$ cat config.mk
export PLATFORM = sky130hd
export DESIGN_NAME = imem_boot_loader
export DESIGN_NICKNAME = d
export VERILOG_FILES = /design/src/rtl/imem_boot_pkg.sv /design/src/rtl/imem_boot_loader_packer.sv /design/src/rtl/imem_boot_loader.sv
export SDC_FILE = /design/constraint.sdc
export NUM_CORES = 1
export LEC_CHECK = 0
export ABC_AREA = 1
export CORE_UTILIZATION = 59
export CTS_BUF_LIST = sky130_fd_sc_hd__clkbuf_4
export DETAILED_ROUTE_END_ITERATION = 12
export GPL_TIMING_DRIVEN = 1
export PLACE_DENSITY = 0.85
export SETUP_SLACK_MARGIN = 0.05
export SLEW_MARGIN = 15
export SYNTH_ARGS = -nofsm -noshare
export SYNTH_HDL_FRONTEND = slang
export SYNTH_SLANG_ARGS = --single-unit
$ cat constraint.sdc
create_clock -name clk -period 2.7 [get_ports clk]
set_input_delay 0.81 -clock clk [delete_from_list [all_inputs] [get_ports clk]]
set_output_delay 0.81 -clock clk [all_outputs]
set_load 0.02 [all_outputs]
$ cat src/rtl/imem_boot_pkg.sv
// Shared types and constants for the instruction-memory boot loader.
package imem_boot_pkg;

    localparam int WORD_W = 32;
    localparam int BYTE_W = 8;

    typedef enum logic [2:0] {
        HDR,
        LOAD,
        CSUM,
        HOLD,
        RUN,
        ERROR
    } state_t;

    // States in which the loader takes bytes from the stream.
    function automatic logic accepts_bytes(state_t s);
        return (s == HDR) || (s == LOAD) || (s == CSUM);
    endfunction

    // States in which a boot is still in progress.
    function automatic logic is_busy(state_t s);
        return accepts_bytes(s) || (s == HOLD);
    endfunction

endpackage

$ cat src/rtl/imem_boot_loader_packer.sv
// Packs a byte stream into 32-bit words. The word and its valid pulse are
// combinational on the strobe of the 4th byte, so the consumer can register
// the word on the same edge that transfers that byte.
module byte_word_packer
    import imem_boot_pkg::*;
#(
    parameter int BIG_ENDIAN = 1
) (
    input  logic              clk,
    input  logic              rst_,
    input  logic              strobe,
    input  logic              clear,
    input  logic [BYTE_W-1:0] din,
    output logic              word_valid,
    output logic [WORD_W-1:0] word
);

    logic [1:0]        cnt;
    logic [WORD_W-1:0] shreg;
    logic [WORD_W-1:0] shreg_nxt;

    // Shift the incoming byte in from the side that keeps the first byte at its final lane.
    always_comb begin
        if (BIG_ENDIAN != 0) begin
            shreg_nxt = {shreg[WORD_W-BYTE_W-1:0], din};
        end else begin
            shreg_nxt = {din, shreg[WORD_W-1:BYTE_W]};
        end
    end

    assign word       = shreg_nxt;
    assign word_valid = strobe && (cnt == 2'd3);

    // Byte position within the current word; a state change restarts it.
    always_ff @(posedge clk or negedge rst_) begin
        if (!rst_) begin
            cnt <= 2'd0;
        end else if (clear) begin
            cnt <= 2'd0;
        end else if (strobe) begin
            cnt <= cnt + 2'd1;
        end
    end

    // Byte shift register; stale bytes are shifted out before they can matter.
    always_ff @(posedge clk) begin
        if (strobe) begin
            shreg <= shreg_nxt;
        end
    end

endmodule

$ cat src/rtl/imem_boot_loader.sv
// Boot loader: receives a length header and instruction words over a
// valid/ready byte stream, writes them to instruction memory from index 0,
// then holds the CPU in reset for RST_HOLD more cycles before releasing it.
// Optional checksum word after the data: define IMEM_BOOT_CHECKSUM_EN.
module imem_boot_loader
    import imem_boot_pkg::*;
#(
    parameter int ADDR_W     = 8,
    parameter int RST_HOLD   = 3,
    parameter int BIG_ENDIAN = 1
) (
    input  logic              clk,
    input  logic              rst_,
    input  logic              in_valid,
    input  logic [BYTE_W-1:0] in_data,
    output logic              in_ready,
    input  logic              reload,
    output logic              imem_we,
    output logic [ADDR_W-1:0] imem_addr,
    output logic [WORD_W-1:0] imem_wdata,
    output logic              cpu_rst_,
    output logic              busy,
    output logic              done,
    output logic              error,
    output logic [ADDR_W:0]   words_loaded
);

    localparam int HOLD_W = $clog2(RST_HOLD + 1);
    localparam logic [WORD_W:0] DEPTH_EXT = {{WORD_W{1'b0}}, 1'b1} << ADDR_W;
    localparam logic [ADDR_W:0] WL_ONE    = {{ADDR_W{1'b0}}, 1'b1};
    localparam logic [HOLD_W-1:0] HOLD_ONE  = {{(HOLD_W-1){1'b0}}, 1'b1};
    localparam logic [HOLD_W-1:0] HOLD_LAST = HOLD_W'(RST_HOLD);

`ifdef IMEM_BOOT_CHECKSUM_EN
    localparam state_t LOAD_EXIT = CSUM;
`else
    localparam state_t LOAD_EXIT = HOLD;
`endif

    state_t              state;
    state_t              state_nxt;
    logic                xfer;
    logic                pk_vld;
    logic [WORD_W-1:0]   pk_word;
    logic                pk_clear;
    logic                load_wr;
    logic                restart;
    logic [ADDR_W:0]     wl_inc;
    logic [ADDR_W:0]     len_q;
    logic [HOLD_W-1:0]   hold_cnt;
`ifdef IMEM_BOOT_CHECKSUM_EN
    logic [WORD_W-1:0]   sum_q;
`endif

    assign xfer     = in_valid && in_ready;
    assign load_wr  = (state == LOAD) && pk_vld;
    assign restart  = ((state == RUN) || (state == ERROR)) && reload;
    assign wl_inc   = words_loaded + WL_ONE;
    assign pk_clear = (state_nxt != state);

    byte_word_packer #(
        .BIG_ENDIAN (BIG_ENDIAN)
    ) u_packer (
        .clk        (clk),
        .rst_       (rst_),
        .strobe     (xfer),
        .clear      (pk_clear),
        .din        (in_data),
        .word_valid (pk_vld),
        .word       (pk_word)
    );

    // Next-state decision; every transition out of a byte-taking state lands on a word boundary.
    always_comb begin
        state_nxt = state;
        case (state)
            HDR: begin
                if (pk_vld) begin
                    if (pk_word == '0) begin
                        state_nxt = LOAD_EXIT;
                    end else if ({1'b0, pk_word} > DEPTH_EXT) begin
                        state_nxt = ERROR;
                    end else begin
                        state_nxt = LOAD;
                    end
                end
            end
            LOAD: begin
                if (pk_vld && (wl_inc == len_q)) begin
                    state_nxt = LOAD_EXIT;
                end
            end
`ifdef IMEM_BOOT_CHECKSUM_EN
            CSUM: begin
                if (pk_vld) begin
                    state_nxt = (pk_word == sum_q) ? HOLD : ERROR;
                end
            end
`endif
            HOLD: begin
                if (hold_cnt == HOLD_LAST) begin
                    state_nxt = RUN;
                end
            end
            RUN, ERROR: begin
                if (reload) begin
                    state_nxt = HDR;
                end
            end
            default: state_nxt = HDR;
        endcase
    end

    // Main FSM with all status outputs registered from the next state.
    always_ff @(posedge clk or negedge rst_) begin
        if (!rst_) begin
            state        <= HDR;
            in_ready     <= 1'b0;
            imem_we      <= 1'b0;
            imem_addr    <= '0;
            imem_wdata   <= '0;
            words_loaded <= '0;
            cpu_rst_     <= 1'b0;
            busy         <= 1'b1;
            done         <= 1'b0;
            error        <= 1'b0;
            hold_cnt     <= '0;
        end else begin
            state    <= state_nxt;
            in_ready <= accepts_bytes(state_nxt);
            busy     <= is_busy(state_nxt);
            done     <= (state_nxt == RUN);
            cpu_rst_ <= (state_nxt == RUN);
            error    <= (state_nxt == ERROR);
            imem_we  <= load_wr;
            hold_cnt <= (state == HOLD) ? hold_cnt + HOLD_ONE : '0;
            if (load_wr) begin
                imem_addr    <= words_loaded[ADDR_W-1:0];
                imem_wdata   <= pk_word;
                words_loaded <= wl_inc;
            end else if (restart) begin
                words_loaded <= '0;
            end
        end
    end

    // Capture the header length; only consulted while in LOAD.
    always_ff @(posedge clk) begin
        if ((state == HDR) && pk_vld) begin
            len_q <= pk_word[ADDR_W:0];
        end
    end

`ifdef IMEM_BOOT_CHECKSUM_EN
    // Running wrap-around sum of the header and every data word.
    always_ff @(posedge clk) begin
        if ((state == HDR) && pk_vld) begin
            sum_q <= pk_word;
        end else if (load_wr) begin
            sum_q <= sum_q + pk_word;
        end
    end
`endif

endmodule

# Yosys cells after proc, flatten, opt, wreduce, memory -nomap -nowiden

Cells that the tools add are included.

Register bits: 94
Output and inout bits: 55
Word-level logic and storage cells: 58

Add/subtract/negate cells: 3
$lt $le $gt $ge: 1
Equal/unequal tests: 13
Mux-type cells: 12
Reduce and logical (&&, ||, !) cells: 16

Operators with widths:

| kind                                                           | count |
|---|---|
| greater-than comparator 32 x 9 -> 1 bit, second input constant | 1 |
| logical NOT 32 bit                                             | 1 |
| 2-to-1 mux 3 bit                                               | 6 |
| 2-to-1 mux 9 bit                                               | 2 |
| equality test 3 bit, second input constant                     | 4 |
| case mux 3 bit (4 select lines)                                | 1 |
| adder 9 x 1 -> 9 bit, second input constant                    | 1 |
| equality test 3 x 2 -> 1 bit, second input constant            | 3 |
| equality test 9 bit                                            | 1 |
| equality test 3 x 1 -> 1 bit, second input constant            | 2 |
| logical AND 1 bit                                              | 6 |
| logical NOT 3 bit                                              | 2 |
| 2-to-1 mux 2 bit                                               | 3 |
| adder 2 x 1 -> 2 bit, second input constant                    | 2 |
| equality test 2 bit, second input constant                     | 2 |
| logical OR 1 bit                                               | 4 |
| nonzero test 2 bit                                             | 2 |
| inequality test 3 bit                                          | 1 |
| OR reduction 2 bit                                             | 1 |

# Logic depth before layout (Yosys ltp)

Depth in word-level cells: 9
Mapped depth: 14
Gate-level depth less buffers: 14

# Modules after synthesis

From an unflattened synthesis, not the netlist that was laid out.

Cells, all modules: 428
Area total of the unflattened synthesis: 4002.6 µm²

Modules (own cells, without submodules):

| module           | times used | cells an instance | area an instance (µm²) | seq. area each (µm²) |
|---|---|---|---|---|
| imem_boot_loader | 1          | 382               | 3116.7                 | 1747.9 |
| byte_word_packer | 1          | 46                | 885.8                  | 770.7 |

# Least setup slack after synthesis

Ideal clock, no wire load.

Kind: input to register
From: input in_valid
To: register u_packer.cnt[1]
Arrival: 1.734 ns
Data required time: 2.580 ns
Path slack: 0.846 ns
Stages on the path: 11
Cells stage by stage: nand3_1 nor2_2 nand2_1 nor2_1 nand3_1 nor2_1 nand3_1 nand2_2 nand2_2 nand3_2 nor2_1

Cells in the longest elaborated chain, start to end: 7
Elaborated cells between the ends (all ways): 9
Those cells by class: 1 x eq/ne; 4 x mux; 4 x reduce/logical

RTL lines:

| what                                                          | RTL line                      | source |
|---|---|---|
| start: declaration                                            | imem_boot_loader.sv:14        | `input logic in_valid,` |
| logical AND 1 bit *                                           | imem_boot_loader.sv:55        | `assign xfer = in_valid && in_ready;` |
| logical AND 1 bit *                                           | imem_boot_loader_packer.sv:32 | `assign word_valid = strobe && (cnt == 2'd3);` |
| logical AND 1 bit                                             | imem_boot_loader.sv:89        | `if (pk_vld && (wl_inc == len_q)) begin` |
| 2-to-1 mux 3 bit                                              | imem_boot_loader.sv:89        |  |
| case mux 3 bit (4 select lines) *                             | imem_boot_loader.sv:76        | `case (state)` |
| via state_nxt[1]                                              | imem_boot_loader.sv:41        | `state_t state_nxt;` |
| inequality test 3 bit *                                       | imem_boot_loader.sv:59        | `assign pk_clear = (state_nxt != state);` |
| 2-to-1 mux 2 bit / nonzero test 2 bit (equally long branches) | --                            |  |
| end signal: assignment                                        | imem_boot_loader_packer.sv:41 | `cnt <= cnt + 2'd1;` |
| end: declaration                                              | imem_boot_loader_packer.sv:18 | `logic [1:0] cnt;` |

The timed path passes the listed nets; every way through them passes the cells marked *.
A chain may end at the register's enable or synchronous reset.

# Worst setup path in the final report

From: register words_loaded[0]
To: output words_loaded[0]

RTL lines:

| what                     | RTL line                | source |
|---|---|---|
| start: declaration       | imem_boot_loader.sv:25  | `output logic [ADDR_W:0] words_loaded` |
| start signal: assignment | imem_boot_loader.sv:140 | `words_loaded <= wl_inc;` |

No word-level cell between the ends.

==> key figures <==
Yosys
  – Syn Nets: 409
  – Mapped Cells: 394
  – Synth warn: 0
  – Share of the synthesized area in the top cell type: 38.9%
  – Number of synthesized flops with an enable pin: 33
  – Main synth FF type: dfrtp_1
  – Post-synth top area cell: dfrtp_1
  – Sequential share of the synthesized area: 65.3%
  – Top cells by area, synth: dfrtp_1, edfxtp_1, nand2_1
  – Synth async-reset ratio: 64.9%
  – Cell area after synthesis: 0.00386 sq mm
  – Netlist cell types: 26
  – Flops & latches, synth: 94
  – Post-Syn Area per Cell: 9.80 sq um

Timing
  – Final Hold Viols: 0
  – Worst clock skew: 0.0146 ns
  – Relative slew slack: 50.0%
  – Setup violators final: 0
  – RSZ-0062 raised after global routing: false
  – Worst-Margin Slew: 0.750 ns
  – Final min period: 2.42 ns
  – Final period util: 89.6%
  – Fin Setup TNS: 0 ns
  – Max Slew Vio Count: 0
  – Fmax: 413 MHz
  – Minimum hold slack: 0.456 ns

Layout
  – Area grow syn2layout: 22.6%
  – Total Nets Final: 483
  – Fillers: 443
  – Ant diodes: 0
  – Layout cell share with drive strength beyond 1: 7.19%

Floorplanning
  – Die W: 82.9 microns
  – IO Count: 67
  – Starting Density: 60.8%
  – Die area: 0.00687 sq mm
  – Core Area: 0.00635 sq mm
  – Standard-cell rows: 29
  – Die Ht: 82.9 microns

CTS
  – CTS buffer count: 9
  – Post-CTS Hold Fix Bufs: 0
  – Clk_lat worst skew: 0.43 ns
  – TritonCTS clock tree: yes
  – H-tree Lvls: 3
  – Clock Sinks: 94
  – Post-CTS Resized: 0
  – Setup repair bufs after CTS: 0
  – Clock transition at path regs: 0.13 ns
  – Clock buffer depth: 2
  – Root Buffer Master: clkbuf_4

GRT
  – First-pass GRT wire length: 13100 microns
  – Congestion Overflow GR: 0
  – Antenna violations before repair: 0
  – Largest net degree at the start of global routing: 62
  – Tot GR Track Use: 24.4%
  – Vias in the first global route: 2809

Setup path
  – R2R setup slack: 0.70 ns
  – Crit path required time: 1.89 ns
  – Crit-path cells: clkdlybuf4s50_1
  – Worst Setup End Kind: output port
  – Worst r2r src: words_loaded[0]
  – WS Path Type: flip-flop to output port
  – CP max stage delay: 0.66 ns
  – Worst EP arrival: 1.61 ns
  – Buf/Inv on CP: 1
  – Startpoint types: flip-flop
  – Cell family with most CP delay: buffers and inverters
  – R2R depth: 14
  – Max Fanout on Critical Path: 8
  – Crit-path slowest cell: clkdlybuf4s50_1
  – R2r endpoint: u_packer.cnt[0]

Hold path
  – Worst min-delay path category: flip-flop to flip-flop
  – Worst Hold End: hold_cnt[0]
  – Hold path start: hold_cnt[0]
  – WHS Path Cells: 1

Pwr
  – Max VDD drop: 0.670 mV
  – Pleak: 2.20 nW
  – PD cells: 1010 mW/mm^2

Placement
  – Dpl hpwl: 5670 microns
  – I/O Buffers: 66
  – Gpl congestion: 0.845

Job
  – Max_cap viols: 0

Drt
  – Vias per cell: 5.30
  – Final WL: 7870 microns
  – Drt drc: 0
  – Wire per inst: 14.3 microns
  – DR vias: 2917
  – Final antenna-violating net count: 0
  – 1st-pass router iterations: 5
  – Iter 0 DRT Violations: 288

Status
  – Outcome: completed
[layer usage]
metal	track usage [%]	up-vias	part of all wire, %
met1	33.8	1377	45
met2	38.2	98	48
met4	10.3	0	2.3
li1	-	1420	-
met5	0	-	0
met3	4.87	22	5.2
[synth_stat cells, types with 3 or more instances]
master and count:
o21ai_0 27, o22ai_1 4, nand4_1 8, dfrtp_1 60, nand2_1 119, nor2_1 31
xor2_1 3, ha_1 3, nand3_1 23, nand2_2 3, buf_2 4, nor3_1 4
nand3_2 3, clkbuf_1 5, edfxtp_1 33, inv_1 51
[worst max path at each step]
stage,cells past startpoint,slack (ns),endpoint,start
after floorplan,11,0.85,u_packer.cnt[1],in_valid
after global placement,12,0.27,u_packer.cnt[1],in_valid
after detailed placement,12,0.18,u_packer.cnt[0],in_valid
after CTS,1,0.27,words_loaded[0],words_loaded[0]
after global routing,1,0.21,words_loaded[0],words_loaded[0]
final,1,0.28,words_loaded[0],words_loaded[0]
[report_power, final]
group	internal (mW)	switching [mW]	leakage [nW]
combinational	0.858	1.04	1.01
clock	0.199	0.447	0.0703
sequential	1.91	0.307	1.12
[kinds of logic after synthesis]
family | count (synthesis) | synth area share, %
adder cells (fa/ha/maj) | 3 | 0.973
flip-flops | 94 | 65.3
AO/OA/AOI/OAI | 37 | 5.22
multiplexers | 1 | 0.259
XOR/XNOR | 3 | 0.681
buffers and inverters | 61 | 6.16
AND/OR/NAND/NOR | 195 | 21.5
[cell type report]
type	instances	area, sq um	share of cell area, %
Sequential cell	94	2520	53.2
Multi-Input combinational cell	239	1100	23.3
Timing Repair Buffer	73	708	15.0
Inverter	51	191	4.05
Tap cell	77	96.3	2.04
Clock buffer	10	75.1	1.59
Clock inverter	6	37.5	0.793
[sequential cells by signal (all words and copies together) (netlist names), 2 cells and up]
name / cells
len_q: 9
state: 3
hold_cnt: 2
words_loaded: 9
u_packer.cnt: 2
imem_wdata: 32
u_packer.shreg: 24
imem_addr: 8
[worst reg2reg max path: stages, from the launching register on]
cell and delay, ns:
dfrtp_1 0.53, ha_1 0.28, nand2_2 0.12, nor2_4 0.11
nand2_1 0.06, nand2_1 0.07, nand2_1 0.07, nand2_1 0.06
nand2_1 0.05, nor2_1 0.12, nand3_1 0.15, nand2_2 0.12
nand2_2 0.05, nand3_2 0.07, nor2_1 0.04
[placed cells by master, fill, tap and decap left out, types with 3 or more instances in the layout]
cell type and n:
o21ai_0 27, nand4_1 8, xor2_1 3, o22ai_1 4
ha_1 3, buf_4 7, clkdlybuf4s50_1 65, nand2_2 3
nor2_1 31, dfrtp_1 60, nand3_2 3, nand2_1 119
nand3_1 23, clkinv_2 4, inv_1 51, nor3_1 4
edfxtp_1 33, clkbuf_4 10
[metrics by stage]
stage	total power, mW	utilization (%)	worst slack (ns)	instance area, sq um	std cells
after global routing	5.04	74.5	0.210	4730	550
after global placement	4.08	72.7	0.275	4620	534
after floorplan	3.20	-	0.846	3860	394
after detailed placement	4.15	72.7	0.180	4620	534
final	4.76	74.5	0.281	4730	550
after CTS	4.79	74.5	0.267	4730	550
Power figures use the tool's default switching activity.
